==> src/rtl/cache_miss_unit.sv <==
// cache_miss_unit
// ---------------
// Single-MSHR miss handler sitting below the data-cache controller. One
// request is in flight at a time:
//   * cacheable miss  -> 2-beat line read, critical word forwarded, then
//                        the assembled 128-bit line is written into a
//                        round-robin victim way;
//   * bypass request  -> single-beat uncached read or write.
// The MSHR address/index comparators are combinational so the controller
// can stall hits against the line being refilled.
//
// Handshakes: every request/grant pair follows valid/ready rules. A
// request (miss_valid_i, mem_req_o, refill_req_o) is held stable until the
// matching grant (miss_gnt_o / bypass_gnt_o, mem_gnt_i, refill_gnt_i) is seen
// high in the same cycle; the transfer happens on that clock edge.
// Response pulses (mem_rvalid_i, bypass_valid_o, critical_word_valid_o)
// have no back-pressure.
//
// Ports:
//   clk_i, rst_i              clock, synchronous active-high reset
//   miss_*_i                  request from the cache controller
//   miss_gnt_o / bypass_gnt_o grant pulses (cacheable / bypass)
//   bypass_valid_o/data_o     registered bypass response
//   active_serving_o          refill in progress
//   critical_word_*_o         requested word of the refilling line
//   mshr_addr_i, mshr_*_matches_o  MSHR query
//   mem_*                     64-bit memory port
//   refill_*                  cache array line write
//   busy_o                    FSM not idle
module cache_miss_unit #(
  parameter int PLEN        = 34,
  parameter int INDEX_WIDTH = 12,
  parameter int TAG_WIDTH   = PLEN - INDEX_WIDTH,
  parameter int LINE_WIDTH  = 128,
  parameter int SET_ASSOC   = 8
) (
  input  logic                   clk_i,
  input  logic                   rst_i,
  input  logic                   miss_valid_i,
  input  logic                   miss_bypass_i,
  input  logic                   miss_we_i,
  input  logic [PLEN-1:0]        miss_addr_i,
  input  logic [63:0]            miss_wdata_i,
  input  logic [7:0]             miss_be_i,
  output logic                   miss_gnt_o,
  output logic                   bypass_gnt_o,
  output logic                   bypass_valid_o,
  output logic [63:0]            bypass_data_o,
  output logic                   active_serving_o,
  output logic [63:0]            critical_word_o,
  output logic                   critical_word_valid_o,
  input  logic [PLEN-1:0]        mshr_addr_i,
  output logic                   mshr_addr_matches_o,
  output logic                   mshr_index_matches_o,
  output logic                   mem_req_o,
  input  logic                   mem_gnt_i,
  output logic [PLEN-1:0]        mem_addr_o,
  output logic                   mem_we_o,
  output logic [63:0]            mem_wdata_o,
  output logic [7:0]             mem_be_o,
  output logic                   mem_burst_o,
  input  logic                   mem_rvalid_i,
  input  logic [63:0]            mem_rdata_i,
  output logic                   refill_req_o,
  input  logic                   refill_gnt_i,
  output logic [INDEX_WIDTH-1:0] refill_index_o,
  output logic [TAG_WIDTH-1:0]   refill_tag_o,
  output logic [LINE_WIDTH-1:0]  refill_data_o,
  output logic [SET_ASSOC-1:0]   refill_way_o,
  output logic                   busy_o
);

  localparam int VW = $clog2(SET_ASSOC);

  typedef enum logic [2:0] {
    IDLE, BYP_REQ, BYP_WAIT, REF_REQ, REF_DATA, REF_WRITE
  } state_e;

  state_e            state_q, state_d;
  logic [PLEN-1:0]   addr_q;
  logic              we_q;
  logic [63:0]       wdata_q;
  logic [7:0]        be_q;
  logic              mshr_valid_q;
  logic              beat_cnt_q;
  logic [63:0]       beat0_q, beat1_q;
  logic [VW-1:0]     victim_q;
  logic              bypass_valid_q;
  logic [63:0]       bypass_data_q;
  logic              crit_valid_q;
  logic [63:0]       crit_word_q;

  // Byte-offset bits of the query address never take part in a match.
  logic unused_query_bits;
  assign unused_query_bits = ^mshr_addr_i[3:0];

  // Next-state and handshake outputs.
  always_comb begin
    state_d      = state_q;
    miss_gnt_o   = 1'b0;
    bypass_gnt_o = 1'b0;
    mem_req_o    = 1'b0;
    mem_addr_o   = '0;
    mem_we_o     = 1'b0;
    mem_wdata_o  = '0;
    mem_be_o     = '0;
    mem_burst_o  = 1'b0;
    refill_req_o = 1'b0;
    case (state_q)
      IDLE: begin
        if (miss_valid_i) begin
          if (miss_bypass_i) begin
            state_d = BYP_REQ;
          end else begin
            miss_gnt_o = 1'b1;
            state_d    = REF_REQ;
          end
        end
      end
      BYP_REQ: begin
        mem_req_o   = 1'b1;
        mem_addr_o  = addr_q;
        mem_we_o    = we_q;
        mem_wdata_o = wdata_q;
        mem_be_o    = be_q;
        if (mem_gnt_i) begin
          bypass_gnt_o = 1'b1;
          state_d      = BYP_WAIT;
        end
      end
      BYP_WAIT: begin
        if (mem_rvalid_i) state_d = IDLE;
      end
      REF_REQ: begin
        mem_req_o   = 1'b1;
        mem_addr_o  = {addr_q[PLEN-1:4], 4'h0};
        mem_be_o    = '1;
        mem_burst_o = 1'b1;
        if (mem_gnt_i) state_d = REF_DATA;
      end
      REF_DATA: begin
        // Second beat closes the burst.
        if (mem_rvalid_i && beat_cnt_q) state_d = REF_WRITE;
      end
      REF_WRITE: begin
        refill_req_o = 1'b1;
        if (refill_gnt_i) state_d = IDLE;
      end
      default: state_d = IDLE;
    endcase
    // A reset cycle drops every request immediately.
    if (rst_i) begin
      state_d      = IDLE;
      miss_gnt_o   = 1'b0;
      bypass_gnt_o = 1'b0;
      mem_req_o    = 1'b0;
      refill_req_o = 1'b0;
    end
  end

  always_ff @(posedge clk_i) begin
    if (rst_i) begin
      state_q        <= IDLE;
      addr_q         <= '0;
      we_q           <= 1'b0;
      wdata_q        <= '0;
      be_q           <= '0;
      mshr_valid_q   <= 1'b0;
      beat_cnt_q     <= 1'b0;
      beat0_q        <= '0;
      beat1_q        <= '0;
      victim_q       <= '0;
      bypass_valid_q <= 1'b0;
      bypass_data_q  <= '0;
      crit_valid_q   <= 1'b0;
      crit_word_q    <= '0;
    end else begin
      state_q        <= state_d;
      bypass_valid_q <= 1'b0;
      crit_valid_q   <= 1'b0;
      case (state_q)
        IDLE: begin
          if (miss_valid_i) begin
            addr_q       <= miss_addr_i;
            we_q         <= miss_we_i & miss_bypass_i;
            wdata_q      <= miss_wdata_i;
            be_q         <= miss_be_i;
            mshr_valid_q <= ~miss_bypass_i;
          end
        end
        BYP_WAIT: begin
          if (mem_rvalid_i) begin
            bypass_valid_q <= 1'b1;
            // A write only gets an ack; its data bus carries nothing useful.
            bypass_data_q  <= we_q ? 64'h0 : mem_rdata_i;
          end
        end
        REF_REQ: begin
          if (mem_gnt_i) beat_cnt_q <= 1'b0;
        end
        REF_DATA: begin
          if (mem_rvalid_i) begin
            if (beat_cnt_q) beat1_q <= mem_rdata_i;
            else            beat0_q <= mem_rdata_i;
            beat_cnt_q <= ~beat_cnt_q;
            // addr[3] selects which 64-bit half the controller asked for.
            if (beat_cnt_q == addr_q[3]) begin
              crit_valid_q <= 1'b1;
              crit_word_q  <= mem_rdata_i;
            end
          end
        end
        REF_WRITE: begin
          if (refill_gnt_i) begin
            victim_q     <= victim_q + 1'b1;
            mshr_valid_q <= 1'b0;
          end
        end
        default: ;
      endcase
    end
  end

  assign busy_o                = (state_q != IDLE);
  assign active_serving_o      = (state_q == REF_REQ) || (state_q == REF_DATA) ||
                                 (state_q == REF_WRITE);
  assign bypass_valid_o        = bypass_valid_q;
  assign bypass_data_o         = bypass_data_q;
  assign critical_word_valid_o = crit_valid_q;
  assign critical_word_o       = crit_word_q;

  assign refill_index_o = {addr_q[INDEX_WIDTH-1:4], 4'h0};
  assign refill_tag_o   = addr_q[PLEN-1:INDEX_WIDTH];
  assign refill_data_o  = {beat1_q, beat0_q};
  assign refill_way_o   = (state_q == REF_WRITE) ?
                          ({{(SET_ASSOC-1){1'b0}}, 1'b1} << victim_q) : '0;

  assign mshr_addr_matches_o  = mshr_valid_q &&
                                (mshr_addr_i[PLEN-1:4] == addr_q[PLEN-1:4]);
  assign mshr_index_matches_o = mshr_valid_q &&
                                (mshr_addr_i[INDEX_WIDTH-1:4] == addr_q[INDEX_WIDTH-1:4]);

endmodule

==> config.mk <==
export PLATFORM = sky130hd
export DESIGN_NAME = cache_miss_unit
export DESIGN_NICKNAME = d
export VERILOG_FILES = /design/src/rtl/cache_miss_unit.sv
export SDC_FILE = /design/constraint.sdc
export NUM_CORES = 1
export LEC_CHECK = 0
export CAP_MARGIN = 20
export CORE_AREA = 2 2 243 245
export DETAILED_ROUTE_END_ITERATION = 8
export DIE_AREA = 0 0 245 247
export PLACE_DENSITY = 0.58
export SYNTH_ARGS = -nofsm -noshare
export SYNTH_HDL_FRONTEND = slang
export SYNTH_SLANG_ARGS = --single-unit
==> constraint.sdc <==
create_clock -name clk_i -period 2.3 [get_ports clk_i]
set_input_delay 0.46 -clock clk_i [delete_from_list [all_inputs] [get_ports clk_i]]
set_output_delay 0.46 -clock clk_i [all_outputs]
set_load 0.02 [all_outputs]
# After elaboration in Yosys (flattened, before gate mapping)
# Index checks and enable logic that the tools add are counted.
# word_totals
ff_bits	373
output_inout_bits	416
# op_classes
reduce_logical	21
n_mux	34
n_bitwise	6
eq_ne	15
shift	1
addsub	1
# ops
operator	n
$mux 64	2
$pmux 34 s2	1
$eq 30x30->1	1
$mux 1	19
$mux 3	6
$pmux 3 s6	1
$pmux 8 s2	1
$reduce_and 3->1	5
$ne 2x2->1 const B	7
$eq 8x8->1	1
$mux 8	1
$shl 1x3->8 const A	1
$eq 3x2->1 const B	2
$eq 3x3->1 const B	2
$reduce_and 2->1	3
$reduce_and 6->1	1
$not 1->1	5
$pmux 1 s2	2
$reduce_bool 2->1	2
$reduce_or 2->1	2
$add 3x1->3 const B	1
$eq 3x1->1 const B	1
$logic_and 1x1->1	3
$logic_not 3->1	1
other kinds (6)	7

# Depth between registers and ports, before layout
# Gate-level depths: netlist of the first run.
# depth
depth_word	4
depth_mapped	7

# Worst setup path after synthesis of the first run
# Ideal clock, no wire load.
# synth_path
path_kind	input-to-output
start	input mshr_addr_i[10]
end	output mshr_addr_matches_o
path_stages	4
required_ps	1840
arrival_time_ps	1816
path_buffers	0
path_slack_ps	24
path_cell_list	xnor2_1 -> nand3_1 -> or4_1 -> nor4_1
# synth_via
elab_chain_len	2
# synth_rtl
element	line	source
from (decl)	52	input logic [PLEN-1:0] mshr_addr_i,
$eq 30x30->1	239	(mshr_addr_i[PLEN-1:4] == addr_q[PLEN-1:4]);
$logic_and 1x1->1	238	assign mshr_addr_matches_o = mshr_valid_q &&
to (decl)	53	output logic mshr_addr_matches_o,
# Every way passes these cells.

# Worst setup path after layout of the first run
# layout_path
start	input mshr_addr_i[16]
end	output mshr_addr_matches_o
# Same word-level chain as after synthesis.

==> reports/metrics.cfg, run 1 <==
[detailed_routing]
routed_via_density=4.52
wl_met1_mm=23.5
routed_wl_mm=59.9
wl_met2_mm=29.3
maxUsedRoutingLayer=met4
drc_errors=0
firstDrtPassIters=5
drt_iter0_markers=538
routedWlPerCell_um=18.9
postRouteAntennaNets=0
vias=14300
wl_met3_mm=5.06

[critical_path]
endpoint_kind=output pin
path_cells=clkdlybuf4s50_1 -> xor2_1 -> nor4_1 -> buf_4 -> nand4_1 -> nor4_2 -> buf_4 -> buf_6
r2r_slack_ps=320
critPathLaunchType=primary input
crit_top_cell=buf_4
required_ps=1840
slowest_stage=clkdlybuf4s50_1
crit_start=mshr_addr_i[16]
rr_worst_depth=9
worstSetupPathType=in2out
r2r-end=addr_q[21]
critPathMaxStageDelay_ps=450
reg2reg_from=state_q[1]
worstPathArrival_ps=2240
endpoint=mshr_addr_matches_o
cp_max_fo=1

[clock_tree]
clock_path_buffers=3
clkLatencyLatePin_ps=580
htreeDepth=2
clock-root-buffer=clkbuf_16
clkTransAtPathRegs_ps=60
cts_tree=yes
cts.sinks=373
cts_buffers=43

[yosys]
synth_top_cell_by_area=dfxtp_1
yosysSeqAreaShare=0.528
syn_inst=1729
yosysWarnings=0
syn_avg_cell_area_sq_um=8.19
ys_types=38
netlist_area_sq_um=14200
ys_seq_elements=373
ys_top_cells_by_area=dfxtp_1 (53%), nand2_1 (16%), a21oi_1 (11%)
synth_top_area_share=0.528

[global_routing]
overflow=0
antenna_found_initial=1
grt_max_degree=189
grt_pass1_vias=14200
grt_pass1_wl_mm=87.4
grt.total_usage=0.188

[run_status]
status=finished, violations left
violations=negative setup slack

[power]
peakVddDrop_mv=0.549
leakage_nw=8.98
p_int_mw=12.1
p_sw_frac=0.256
p_switching_mw=4.17
pwr-share-comb=0.145
pwr-share-seq=0.417
power_density_nw_per_um2=678
p_clk_frac=0.438

[timing]
fin_ws_ps=-398
clock-skew-final_ps=23.3
setup_tns_ps=-2330
drv_slew=0
finalSetupViolCount=32
relSlewSlack=0.250
rsz0062_at_grt=yes
fmax_mhz=371
hold_viol=0
worst_pin_slew_ps=1120
fin_crit_ps=2700
finalCritPeriodShare=1.17

[place]
port_buffers=619
dp_hpwl_mm=40.0
place.gp.congestion=0.923
dp_cells=3046

[floorplanning]
fp.dieW_um=245
dieHeight_um=247
io_pins=628
core_sq_um=58200
rows=89
dieArea_sq_um=60500
initial_utilization=0.243

[layout]
stdcell_count=3170
area_growth_pct=70.0
drive_above_1_share=0.190
layout.nets=2580

[flow_run]
maxCapViolCount=0

[min_path]
hold_path_class=in2reg

[state kept, by name, summed over array words and instances, names as in the netlist]
name                   cells
we_q                       1
beat1_q                   64
state_q                    3
victim_q                   3
bypass_valid_o             1
addr_q                    34
mshr_valid_q               1
critical_word_valid_o      1
be_q                       8
bypass_data_o             64
beat0_q                   64
beat_cnt_q                 1
wdata_q                   64
critical_word_o           64
[worst max-delay path, delay by kind of cell]
kind	cells	cell delay [ps]
and+or+nand+nor	3	730
buffers and inverters	4	880
xor gates and xnor gates	1	160
[layer usage]
metal	vias to the layer above	track usage
met5	-	0
met4	0	0.0651
met3	118	0.0575
met2	579	0.330
met1	6767	0.215
li1	6855	-
[synthesized netlist by cell type, drive strengths merged]
master,instances
a211oi,1
a21oi,304
a221oi,1
a22o,64
a22oi,1
a31oi,2
and2,104
and3,8
and4bb,1
buf,101
clkbuf,60
conb,1
dfxtp,373
ha,6
inv,4
nand2,605
nand2b,4
nand3,4
nand4,3
nand4b,1
nor2,25
nor2b,8
nor3,3
nor4,6
nor4b,1
o21ai,2
or2,1
or3,1
or4,1
xnor2,14
xor2,19
[worst min-delay path by stage]
stage	from	to	slack, ps	depth (start not counted)
finish	rst_i	bypass_valid_o	180	2
global route	rst_i	bypass_valid_o	170	2
CTS	rst_i	bypass_valid_o	140	2
detailed placement	wdata_q[43]	wdata_q[43]	440	2
global placement	wdata_q[49]	wdata_q[49]	440	2
floorplan	addr_q[0]	addr_q[0]	430	2
[cells in the final DEF, fill, tap and decap left out, types with 14 or more instances in the layout]
cell type	Yosys	layout
nand2_1	605	602
buf_12	0	31
a21oi_1	304	304
xor2_1	19	19
clkdlybuf4s50_1	0	490
buf_4	45	70
dfxtp_1	373	362
a22o_1	64	64
clkbuf_16	0	45
buf_6	6	117
and2_4	0	96
nor2_1	24	24
xnor2_1	14	14
[final cells by class]
type                    count  area, sq um
diodes                      2         5.00
clock buffers              61         1260
clock inverters            17          220
fillers                  5656        34200
inverters                   4         15.0
multi-input cells        1194         6200
flip-flops and latches    373         7480
well taps                 773          967
repair buffers            746         7910
[cell families (layout without fill, tap and decap cells)]
family	count (synthesis)	count (layout)	share of synthesized area
adders and majority gates	6	6	0.00530
buffers and inverters	165	828	0.0632
other	1	6	0.000265
xor gates and xnor gates	33	33	0.0204
AOI/OAI and AO/OA	375	375	0.151
DFF	373	373	0.528
and+or+nand+nor	776	776	0.232
[per-stage QoR]
stage / hold WS, ps / cell area (sq um) / power [mW] / util / worst slack [ps]
finish: 182 / 24100 / 16.3 / 0.413 / -398
global route: 172 / 24100 / 16.9 / 0.413 / -531
CTS: 141 / 24100 / 16.5 / 0.413 / -416
detailed placement: 443 / 21400 / 8.90 / 0.368 / -843
global placement: 438 / 21400 / 8.88 / 0.368 / -853
floorplan: 432 / 14200 / 7.82 / - / 23.9
[power groups by stage]
stage	registers (mW)	clock network (mW)	logic, mW
after floorplan	6.98	0	0.847
after global placement	6.93	0	1.95
after detailed placement	6.93	0	1.96
after CTS	6.80	7.36	2.37
after global routing	6.83	7.61	2.51
final	6.81	7.15	2.36
[what timing repair did]
| item | in CTS | in global routing |
|---|---|---|
| setup endpoints to repair | 124 | 115 |
| endpoints found under the hold margin | 0 | 0 |
| pin swaps | 50 | 33 |
| resized for setup | 798 | 48 |
| hold buffers | 0 | 0 |
| setup buffers | 35 | 8 |
| gates cloned | 13 | 2 |
Power figures use the tool's default switching activity.
==> run 2: changes to the inputs <==
Settings changed: SLEW_MARGIN from default to 40.
==> run 2 against run 1 <==
Against the previous run: largest power group unchanged; clock power hardly changed; flip-flop and latch count did not move; critical path depth unchanged; the flow still finishes with violations (negative setup slack).
==> reports/metrics.cfg, run 2 (synthesized netlist as in run 1, its figures left out) <==
[run_status]
status=finished, violations left
violations=negative setup slack

[clock_tree]
htreeDepth=2  ; unchanged
cts.sinks=373  ; unchanged
cts_buffers=43  ; unchanged
clkTransAtPathRegs_ps=60  ; about the same
clock_path_buffers=3  ; unchanged
clock-root-buffer=clkbuf_16
cts_tree=yes
hold_buffers=0  ; unchanged
clkLatencyLatePin_ps=580  ; about the same

[detailed_routing]
routedWlPerCell_um=18.9  ; -0.22%
drc_errors=0  ; unchanged
firstDrtPassIters=5  ; unchanged
vias=14300  ; -0.38%
routed_via_density=4.50  ; -0.42%
routed_wl_mm=59.8  ; -0.18%
postRouteAntennaNets=0  ; unchanged
drt_iter0_markers=568  ; +5.6%

[global_routing]
overflow=0  ; unchanged
grt_pass1_wl_mm=87.4  ; unchanged
grt.total_usage=0.188  ; unchanged
grt_max_degree=189  ; unchanged
antenna_found_initial=1  ; unchanged
grt_pass1_vias=14200  ; unchanged

[place]
dp_hpwl_mm=40.0  ; unchanged
dp_cells=3046  ; unchanged
post_dp_cell_area_sq_um=21400  ; unchanged
port_buffers=619  ; unchanged
place.gp.congestion=0.923  ; unchanged

[power]
leakage_nw=9.00  ; +0.14%
finalPower_mw=16.3  ; about the same
power_density_nw_per_um2=678  ; about the same
peakVddDrop_mv=0.554  ; +0.90%

[floorplanning]
core_sq_um=58200  ; unchanged
rows=89  ; unchanged
dieArea_sq_um=60500  ; unchanged
io_pins=628  ; unchanged
dieHeight_um=247  ; unchanged
initial_utilization=0.243  ; unchanged
fp.dieW_um=245  ; unchanged

[timing]
fmax_mhz=371  ; about the same
drv_slew=0  ; unchanged
fin_hold_ws_ps=183  ; +1.46 ps
hold_viol=0  ; unchanged
clock-skew-final_ps=24.6  ; +1.38 ps
finalCritPeriodShare=1.17  ; about the same
fin_ws_ps=-399  ; -0.578 ps
finalSetupViolCount=32  ; unchanged
rsz0062_at_grt=yes
setup_tns_ps=-2310  ; +20.9 ps
worst_pin_slew_ps=737  ; -387 ps
relSlewSlack=0.508  ; +0.258
fin_crit_ps=2700  ; +0.578 ps

[critical_path]
endpoint_kind=output pin
rr_worst_depth=9  ; unchanged
r2r_slack_ps=330  ; about the same
crit_start=mshr_addr_i[16]
endpoint=mshr_addr_matches_o
r2r-end=addr_q[21]
worstSetupPathType=in2out
cp_max_fo=1  ; unchanged
critPathLaunchType=primary input
worstPathArrival_ps=2240  ; about the same
reg2reg_from=state_q[1]
required_ps=1840  ; about the same

[layout]
stdcell_count=3171  ; +0.032%
final_cell_mix=nand2_1 (602), clkdlybuf4s50_1 (490), dfxtp_1 (362)
final_common_cell=nand2_1
layout.nets=2581  ; +0.039%
stdcell_area_sq_um=24100  ; +0.11%
area_growth_pct=70.2
drive_above_1_share=0.190  ; +0.000338

[flow_run]
maxCapViolCount=0  ; unchanged

[min_path]
whs_path_depth=2  ; unchanged
hold_path_class=in2reg

==> run 2: cell types whose count changed in the layout (fill, tap and decap cells not counted), sizes merged <==
cell and change:
buf +1
==> run 2: where the power goes <==
part	internal, mW	leakage, nW	switching (mW)
clock	4.29	0.729	2.87
sequential	6.67	3.03	0.135
combinational	1.19	5.24	1.18
total	12.1	9.00	4.18
==> run 2: stage by stage <==
| stage | utilization | setup WS [ps] |
|---|---|---|
| finish | 0.414 | -399 |
| CTS | 0.413 | -416 |
| floorplan | - | 23.9 |
| global placement | 0.368 | -853 |
| global route | 0.414 | -531 |
| detailed placement | 0.368 | -843 |
==> run 2: area by class of cell <==
cell class,count,area [sq um]
Fill cell,5653,34100
Timing Repair Buffer,747,7940
Sequential cell,373,7480
Multi-Input combinational cell,1194,6200
Clock buffer,61,1260
Tap cell,773,967
Clock inverter,17,220
Inverter,4,15.0
Antenna cell,2,5.00
==> run 2: timing repair <==
item	in CTS	in global routing
setup buffers	35	8
resized for setup	798	48
cloned	13	2
pin swaps	50	33
endpoints found under the setup margin	124	115
==> run 2: layer usage <==
| layer | GRT usage | vias to the layer above | routed length [um] |
|---|---|---|---|
| met5 | 0 | - | 0 |
| met4 | 0.0651 | 0 | 2040 |
| met3 | 0.0575 | 115 | 5010 |
| met2 | 0.330 | 563 | 29300 |
| met1 | 0.215 | 6728 | 23400 |
| li1 | - | 6858 | - |
==> run 2: how the worst min path moves through the flow <==
stage | from | endpoint
after floorplan | addr_q[0] | addr_q[0]
after global placement | wdata_q[49] | wdata_q[49]
after detailed placement | wdata_q[43] | wdata_q[43]
after CTS | rst_i | bypass_valid_o
after global routing | rst_i | bypass_valid_o
final | rst_i | bypass_valid_o
==> run 2: critical path: stages <==
cell,delay [ps]
clkdlybuf4s50_1,450
xor2_1,160
nor4_1,280
buf_4,160
nand4_1,130
nor4_2,320
buf_4,160
buf_6,110
==> run 3: changes to the inputs <==
Settings changed: ABC_AREA from default to 0, CORE_AREA 2 2 243 245 to 2 2 242 244, DIE_AREA 0 0 245 247 to 0 0 244 246.
Clock period 2.3 ns to 3.32 ns, I/O delays scaled along.
==> run 3 against run 2 <==
Against the previous run: critical endpoint is now mshr_index_matches_o; global-route usage fell by 1.1 points; count of clock-buffer cells in the layout increased by 3; sequential share of layout area increased by 2.5 points; clock power is 35% lower; largest power group is now registers; die area shrank 0.81%; first-iteration DRC count is 8.5% lower; hold slack gained 270 ps; cell count fell by 3.5%; via count fell by 3.9%; the run now ends clean; sequential power shrank 31%.
==> reports/metrics.cfg, run 3 (synthesized netlist as in run 1, its figures left out) <==
[place]
port_buffers=619  ; unchanged
post_dp_cell_area_sq_um=20900  ; -2.5%
place.gp.congestion=0.864  ; -6.4%
dp_cells=2987  ; -1.9%
dp_hpwl_mm=39.3  ; -1.7%

[power]
leakage_nw=7.80  ; -13%
peakVddDrop_mv=0.393  ; -29%
power_density_nw_per_um2=479  ; -29%

[clock_tree]
clkLatencyLatePin_ps=560  ; -20 ps
clkTransAtPathRegs_ps=60  ; about the same
cts_buffers=43  ; unchanged
cts.sinks=373  ; unchanged
htreeDepth=2  ; unchanged
clock_path_buffers=3  ; unchanged
clock-root-buffer=clkbuf_16
cts_tree=yes
hold_buffers=0  ; unchanged

[detailed_routing]
routed_wl_mm=55.6  ; -6.9%
vias=13700  ; -3.9%
routed_via_density=4.48  ; -0.43%
postRouteAntennaNets=0  ; unchanged
drt_iter0_markers=520  ; -8.5%
firstDrtPassIters=5  ; unchanged
drc_errors=0  ; unchanged
routedWlPerCell_um=18.2  ; -3.6%

[global_routing]
grt.met2_usage=0.296  ; -0.0345
use_met1=0.210  ; -0.00506
grt_max_degree=147  ; -22%
met3_usage=0.0614  ; +0.00392
antenna_found_initial=1  ; unchanged
grt_pass1_vias=13400  ; -5.7%
overflow=0  ; unchanged
grt.total_usage=0.177  ; -0.0108
top_usage_layer=met2
grt_pass1_wl_mm=82.6  ; -5.5%

[layout]
stdcell_count=3061  ; -3.5%
antenna_cells=0  ; -2
final_common_cell=clkdlybuf4s50_1
stdcell_area_sq_um=22300  ; -7.6%
area_growth_pct=57.2
multi_input_area_sq_um=5870  ; -5.2%
final_cell_mix=clkdlybuf4s50_1 (612), nand2_1 (602), dfxtp_1 (373)
fin_util=0.388  ; -0.0257
layout.nets=2486  ; -3.7%
final-seq-area_sq_um=7470  ; -0.22%
drive_above_1_share=0.0514  ; -0.139
n_fill_cell=5775  ; +2.2%

[critical_path]
worstSetupPathType=in2out
required_ps=2660  ; +820 ps
critPathMaxStageDelay_ps=660  ; +210 ps
crit_top_cell=clkdlybuf4s50_1
cp_max_fo=2  ; +1
critPathLaunchType=primary input
slowest_stage=clkdlybuf4s50_1
path_cells=clkdlybuf4s50_1 -> xnor2_1 -> nand4_1 -> nor3_1 -> clkdlybuf4s50_1
worstPathArrival_ps=2530  ; +290 ps
endpoint_kind=output pin

[timing]
hold_viol=0  ; unchanged
drv_slew=0  ; unchanged
finalSetupViolCount=0  ; -100%
worst_pin_slew_ps=764  ; +26.4 ps
rsz0062_at_grt=no
clock-skew-final_ps=14.2  ; -10.5 ps
fin_crit_ps=3200
relSlewSlack=0.491  ; -0.0176
fmax_mhz=313
finalCritPeriodShare=0.963

[floorplanning]
fp.dieW_um=244  ; -0.41%
rows=88  ; -1.1%
initial_utilization=0.247  ; +0.00371
dieHeight_um=246  ; -0.40%
core_sq_um=57400  ; -1.5%
dieArea_sq_um=60000  ; -0.81%
io_pins=628  ; unchanged

[run_status]
status=finished clean

[flow_run]
maxCapViolCount=0  ; unchanged

[min_path]
hold_path_class=reg2reg

-- run 3: final timing paths --
| kind | startpoint | cells after the start | to | slack (ps) |
|---|---|---|---|---|
| max | mshr_addr_i[4] | 5 | mshr_index_matches_o | 120 |
| max reg2reg | state_q[1] | 6 | addr_q[28] | 1040 |
| min | wdata_q[14] | 2 | wdata_q[14] | 450 |
| min reg2reg | wdata_q[14] | 2 | wdata_q[14] | 450 |
-- run 3: critical path: cells and delay by family --
kind          cells  cell delay, ps
xor+xnor          1             240
buf+inv           2            1080
simple gates      2             550
-- run 3: cell type report --
type | instances | share of cell area
tap | 765 | 0.0430
clock buffer | 64 | 0.0564
multi-input combinational | 1194 | 0.264
inverter | 4 | 0.000675
sequential | 373 | 0.335
clock inverter | 9 | 0.00540
timing repair buffer | 652 | 0.295
-- run 3: per-layer routing --
metal  up-vias  share of wire  wire [um]
met2       560           0.47      26200
met1      6395           0.40      22400
met3        95          0.093       5190
li1       6658              -          -
met4         2          0.032       1780
met5         -        0.00023         13
-- run 3: through the flow --
stage	setup slack [ps]	total power [mW]	TNS, ps	hold WS (ps)
after CTS	77.0	10.8	0	442
after global routing	12.1	11.1	0	462
after floorplan	636	5.42	0	432
after detailed placement	-200	6.10	-200	442
final	124	10.7	0	450
after global placement	-99.3	6.09	-99.3	437
-- run 3: power breakdown --
group          internal (mW)  total [mW]  switching, mW
combinational          0.582        1.28          0.693
clock                   2.76        4.67           1.91
sequential              4.62        4.72          0.102
total                   7.96        10.7           2.71
-- run 3: what timing repair did --
item / CTS / global route
pin swaps: 1 / 0
setup buffers: 1 / 0
endpoints found under the setup margin: 54 / 4
cloned: 0 / 0
gates resized for setup: 2 / 5
